<file path="src/rtl/instruction_sequencer.sv">
// ============================================================================
// Module   : instruction_sequencer
// Purpose  : T-state decode, per-opcode instruction length and ring restart.
// Revision : 1.0
// ============================================================================
`default_nettype none

module instruction_sequencer #(
  parameter int CNT_W = 16
) (
  input  logic             CLK,
  input  logic             CLR,
  input  logic [17:0]      state,
  input  logic [7:0]       opcode,
  input  logic             cond_met,
  output logic             ring_nclr,
  output logic [4:0]       t_index,
  output logic             halt,
  output logic [1:0]       err,
  output logic [CNT_W-1:0] instr_count
);

  localparam logic [4:0] c_LEN_RST = 5'd4;

  logic [4:0]       w_ones;
  logic [4:0]       w_pos;
  logic [4:0]       w_idx;
  logic [4:0]       w_len_live;
  logic             w_undef;
  logic [4:0]       w_len_reg;
  logic [4:0]       w_eff_len;
  logic             w_halt_eff;
  logic             w_match;

  logic [4:0]       r_t_index;
  logic             r_halt;
  logic [1:0]       r_err;
  logic [CNT_W-1:0] r_count;
  logic [7:0]       r_op;
  logic [4:0]       r_len;

  always_comb begin
    w_ones = 5'd0;
    w_pos  = 5'd0;
    for (int i = 0; i < 18; i++) begin
      if (state[i]) begin
        w_ones = w_ones + 5'd1;
        w_pos  = 5'(i + 1);
      end
    end
    w_idx = (w_ones == 5'd1) ? w_pos : 5'd0;
  end

  always_comb begin
    w_len_live = 5'd4;
    w_undef    = 1'b0;
    case (opcode)
      8'h80, 8'h81, 8'hA0, 8'hA1, 8'hB0, 8'hB1, 8'hA8, 8'hA9,
      8'h2F, 8'h3D, 8'h0D, 8'h05, 8'h3C, 8'h0C, 8'h04, 8'h78,
      8'h79, 8'h7A, 8'h47, 8'h4F, 8'h41, 8'h48, 8'h00:
        w_len_live = 5'd4;
      8'h3E, 8'h06, 8'h0E:        w_len_live = 5'd7;
      8'hC3, 8'hC9:               w_len_live = 5'd10;
      8'hFA, 8'hC2, 8'hCA:        w_len_live = cond_met ? 5'd10 : 5'd7;
      8'h3A, 8'h32:               w_len_live = 5'd13;
      8'hCD:                      w_len_live = 5'd18;
      8'h76:                      w_len_live = 5'd5;
      default: begin
        w_len_live = 5'd4;
        w_undef    = 1'b1;
      end
    endcase
  end

  // While CLR is high the restart decision already sees post-reset halt and L.
  assign w_len_reg  = CLR ? c_LEN_RST : r_len;
  assign w_halt_eff = r_halt & ~CLR;
  assign w_eff_len  = (w_idx == 5'd4) ? w_len_live : w_len_reg;
  assign w_match    = (w_idx != 5'd0) && (w_idx == w_eff_len);
  assign ring_nclr  = ~(w_match | w_halt_eff | (w_idx == 5'd0));

  always_ff @(posedge CLK) begin
    if (CLR) begin
      r_t_index <= 5'd0;
      r_halt    <= 1'b0;
      r_err     <= 2'b00;
      r_count   <= '0;
      r_op      <= 8'h00;
      r_len     <= c_LEN_RST;
    end else begin
      r_t_index <= w_idx;
      if (w_idx == 5'd4) begin
        r_op  <= opcode;
        r_len <= w_len_live;
        if (w_undef) r_err[1] <= 1'b1;
      end
      if (w_idx == 5'd0) r_err[0] <= 1'b1;
      if (w_match && !r_halt) r_count <= r_count + 1'b1;
      if (r_op == 8'h76 && w_idx == 5'd5) r_halt <= 1'b1;
    end
  end

  assign t_index     = r_t_index;
  assign halt        = r_halt;
  assign err         = r_err;
  assign instr_count = r_count;

endmodule

`default_nettype wire

</file>
<file path="config.mk">
export PLATFORM = sky130hd
export DESIGN_NAME = instruction_sequencer
export DESIGN_NICKNAME = d
export VERILOG_FILES = /design/src/rtl/instruction_sequencer.sv
export SDC_FILE = /design/constraint.sdc
export NUM_CORES = 1
export LEC_CHECK = 0
export BUFFER_PORTS_ARGS = -buffer_cell sky130_fd_sc_hd__buf_2
export CAP_MARGIN = 20
export CORE_MARGIN = 2
export CORE_UTILIZATION = 35
export DETAILED_ROUTE_END_ITERATION = 10
export PLACE_DENSITY = 0.53
export SLEW_MARGIN = 20
export SYNTH_ARGS = -nofsm -noshare
export SYNTH_HDL_FRONTEND = slang
export SYNTH_SLANG_ARGS = --single-unit
</file>
<file path="constraint.sdc">
create_clock -name CLK -period 16.8 [get_ports CLK]
set_input_delay 1.68 -clock CLK [delete_from_list [all_inputs] [get_ports CLK]]
set_output_delay 1.68 -clock CLK [all_outputs]
set_load 0.01 [all_outputs]
</file>
==> impl_metrics.py <==
metrics = {
    "grt": {
        "grt_pass1_vias": 3876,
        "grt_pass1_wl_mm": 18.2,
        "antenna_found_initial": 0,
        "grt_usage_pct": 15.9,
        "grt_max_degree": 45,
        "grt_remaining_overflow": 0,
    },
    "power": {
        "p_total_mw": 0.736,
        "ir_drop_v": 0.0000836,
        "leakagePower_nw": 1.91,
        "p_per_area_nw_per_um2": 149,
    },
    "synthesis": {
        "ys.flop_type": "dfxtp_1",
        "syn_avg_cell_area_um2": 7.93,
        "ys_ff_latch": 37,
        "synth_edf_count": 0,
        "synth_area_um2": 4460,
        "syn_nets": 610,
        "async_flop_share_pct": 0,
        "synth_cell_types": 85,
        "syn_inst": 562,
        "ys_seq_area_share_pct": 16.6,
        "synth_warnings": 0,
    },
    "floorplanning": {
        "rows": 41,
        "initial_core_util_pct": 35.6,
        "die_area_um2": 13700,
        "die_h_um": 117,
        "io_pins": 54,
        "chipWidth_um": 117,
        "core_area_um2": 12500,
    },
    "drt": {
        "drt-total-wl_mm": 10.5,
        "vias": 3993,
        "ant_nets": 0,
        "drtIter0Drc": 107,
        "first_pass_iters": 4,
        "wl_per_cell_um": 13.8,
        "via_per_inst": 5.25,
        "drc": 0,
    },
    "worst_setup_path": {
        "crit_slowest_cell": "o2111a_1",
        "r2r-start": "r_len[3]",
        "reg2reg_depth": 10,
        "critPathMaxFanout": 16,
        "critPathCaptureType": "primary output",
        "crit_top_cell": "ha_1",
        "critPathKind": "in2out",
        "max_stage_delay_ns": 0.69,
        "r2r_slack_ns": 14.34,
        "cp.required_ns": 15.12,
        "arrival_ns": 13.96,
        "start_kind": "primary input",
        "reg2reg_to": "instr_count[9]",
    },
    "sta": {
        "rsz0062_at_grt": "false",
        "slew-limit-headroom_pct": 31.9,
        "fin_crit_sh_pct": 93.1,
        "setup_tns_ns": 0,
        "hold_violations": 0,
        "finalMaxSlewViolations": 0,
        "finClkSkew_ns": 0.00724,
        "clock.fmax_ghz": 0.0639,
        "finalCriticalPeriod_ns": 15.64,
        "tightest_slew_ns": 1.02,
        "setup_viol": 0,
    },
    "clock_tree": {
        "h-tree-depth": 2,
        "cts_tree": "yes",
        "cts_resized": 0,
        "post_cts_buffers": 0,
        "clk_latency_ns": 0.28,
        "cts.sinks": 37,
        "ctsHoldBuffers": 0,
        "cts_buffers": 5,
        "root_buffer": "clkbuf_16",
        "cts.reportedPaths.clkPinSlew_ns": 0.05,
        "clk_path_buf_depth": 2,
    },
    "placed_design": {
        "dp.cells": 753,
        "gp_congestion": 0.854,
        "port-buffer-count": 53,
        "place_hpwl_mm": 8.27,
    },
    "worst_hold_path": {
        "whs_path_depth": 2,
        "holdCritStartpoint": "err[1]",
        "hold_end": "err[1]",
        "hold_path_class": "reg2reg",
    },
    "layout": {
        "fillCellCount": 1323,
        "instances_no_fill": 760,
        "antenna_cells": 0,
        "drive_gt1_share_pct": 18.9,
        "syn2layout_area_growth_pct": 11.0,
        "fin_nets": 636,
    },
    "status": {
        "status": "finished clean",
    },
    "run": {
        "drv_cap": 0,
    },
}
==> registers in the layout (all words and copies together) (netlist names) <==
register	flops
r_op	8
t_index	5
instr_count	16
r_len	5
err	2
halt	1
==> critical path: cells and delay by family <==
kind / cells / cell delay [ns]
AND/OR/NAND/NOR: 16 / 2.05
AO/OA/AOI/OAI: 17 / 3.47
XOR/XNOR: 1 / 0.23
multiplexers: 4 / 0.85
adder cells (fa/ha/maj): 16 / 5.05
buffers and inverters: 5 / 0.66
==> worst max path at each step <==
stage / start / end / slack [ns] / cells after the start
global placement: state[0] / ring_nclr / 1.52 / 59
finish: state[1] / ring_nclr / 1.16 / 59
floorplan: state[0] / ring_nclr / 2.69 / 56
global route: state[1] / ring_nclr / 0.21 / 59
detailed placement: state[1] / ring_nclr / 1.16 / 59
CTS: state[0] / ring_nclr / 1.13 / 59
==> synth_stat cells (6+ instances only) <==
master     number  area share, %
nand3b_1        6            1.0
a2111oi_4       6            3.7
nand2b_1       16            2.2
o21ai_0        16            1.8
xnor2_1        38            7.5
inv_1          24            2.0
nand2_1        52            4.4
a21oi_1        24            2.7
xor2_1         11            2.2
dfxtp_1        37             17
nand4_1         7           0.98
o31ai_1         7            1.2
xnor2_2         7            2.6
and3_1         10            1.4
clkbuf_1       25            2.1
o21a_1          6            1.0
nor2_1         68            5.7
mux2i_1        19            4.3
ha_1           19            5.3
nand3_1        20            2.2
nor3_1         11            1.2
==> per-stage QoR <==
step,hold slack [ns],worst slack (ns),area (µm²),util (%)
final,0.451,1.16,4950,39.5
after global routing,0.489,0.211,4950,39.5
after CTS,0.457,1.13,4950,39.5
after detailed placement,0.444,1.16,4790,38.3
after global placement,0.436,1.52,4790,38.3
after floorplan,0.451,2.69,4460,-
==> per-layer routing <==
metal  share of wire, %  up-vias  global-route usage, %  wire length (µm)
li1                   -     2059                      -                 -
met1                 49     1884                   21.5              5150
met2                 48       46                   28.6              5060
met3                2.3        4                   1.29               239
met4               0.44        0                   2.20                46
met5                  0        -                      0                 0
==> cell type report <==
class / count / area, µm² / area share [%]
multi-input combinational: 464 / 3460 / 70.0
sequential: 37 / 741 / 15.0
timing repair buffer: 54 / 273 / 5.51
tap: 172 / 215 / 4.35
clock buffer: 5 / 125 / 2.53
inverter: 26 / 97.6 / 1.97
clock inverter: 2 / 35.0 / 0.708
==> cell usage in the layout (no fill, tap or decap), drive strengths merged, types with 6 or more instances in the layout <==
| master | instances |
|---|---|
| xnor2 | 45 |
| o21ai | 21 |
| ha | 19 |
| mux2i | 19 |
| nor3 | 12 |
| mux2 | 6 |
| nand3 | 21 |
| o21a | 6 |
| nand2b | 16 |
| o31ai | 7 |
| nand2 | 53 |
| nor2 | 68 |
| a21oi | 25 |
| nand4 | 7 |
| dfxtp | 37 |
| a211oi | 7 |
| a2111oi | 8 |
| nand3b | 6 |
| xnor3 | 8 |
| inv | 26 |
| buf | 54 |
| xor2 | 12 |
| and3 | 10 |
==> kinds of logic (layout without fill, tap and decap cells) <==
kind of cell	count (synthesis)	in the layout	synth area share [%]
xor gates and xnor gates	66	66	17.3
AOI/OAI and AO/OA	120	120	22.3
muxes	25	25	5.78
adders and majority gates	19	19	5.33
buffers and inverters	61	87	5.81
DFF	37	37	16.6
and+or+nand+nor	234	234	26.8
==> power by group <==
group	switching [mW]	leakage (nW)	total, mW	internal [mW]
sequential	0.00204	0.298	0.0939	0.0918
clock	0.0346	0.0797	0.103	0.0689
combinational	0.315	1.53	0.539	0.224
total	0.352	1.91	0.736	0.384
(Power assumes the default switching activity.)
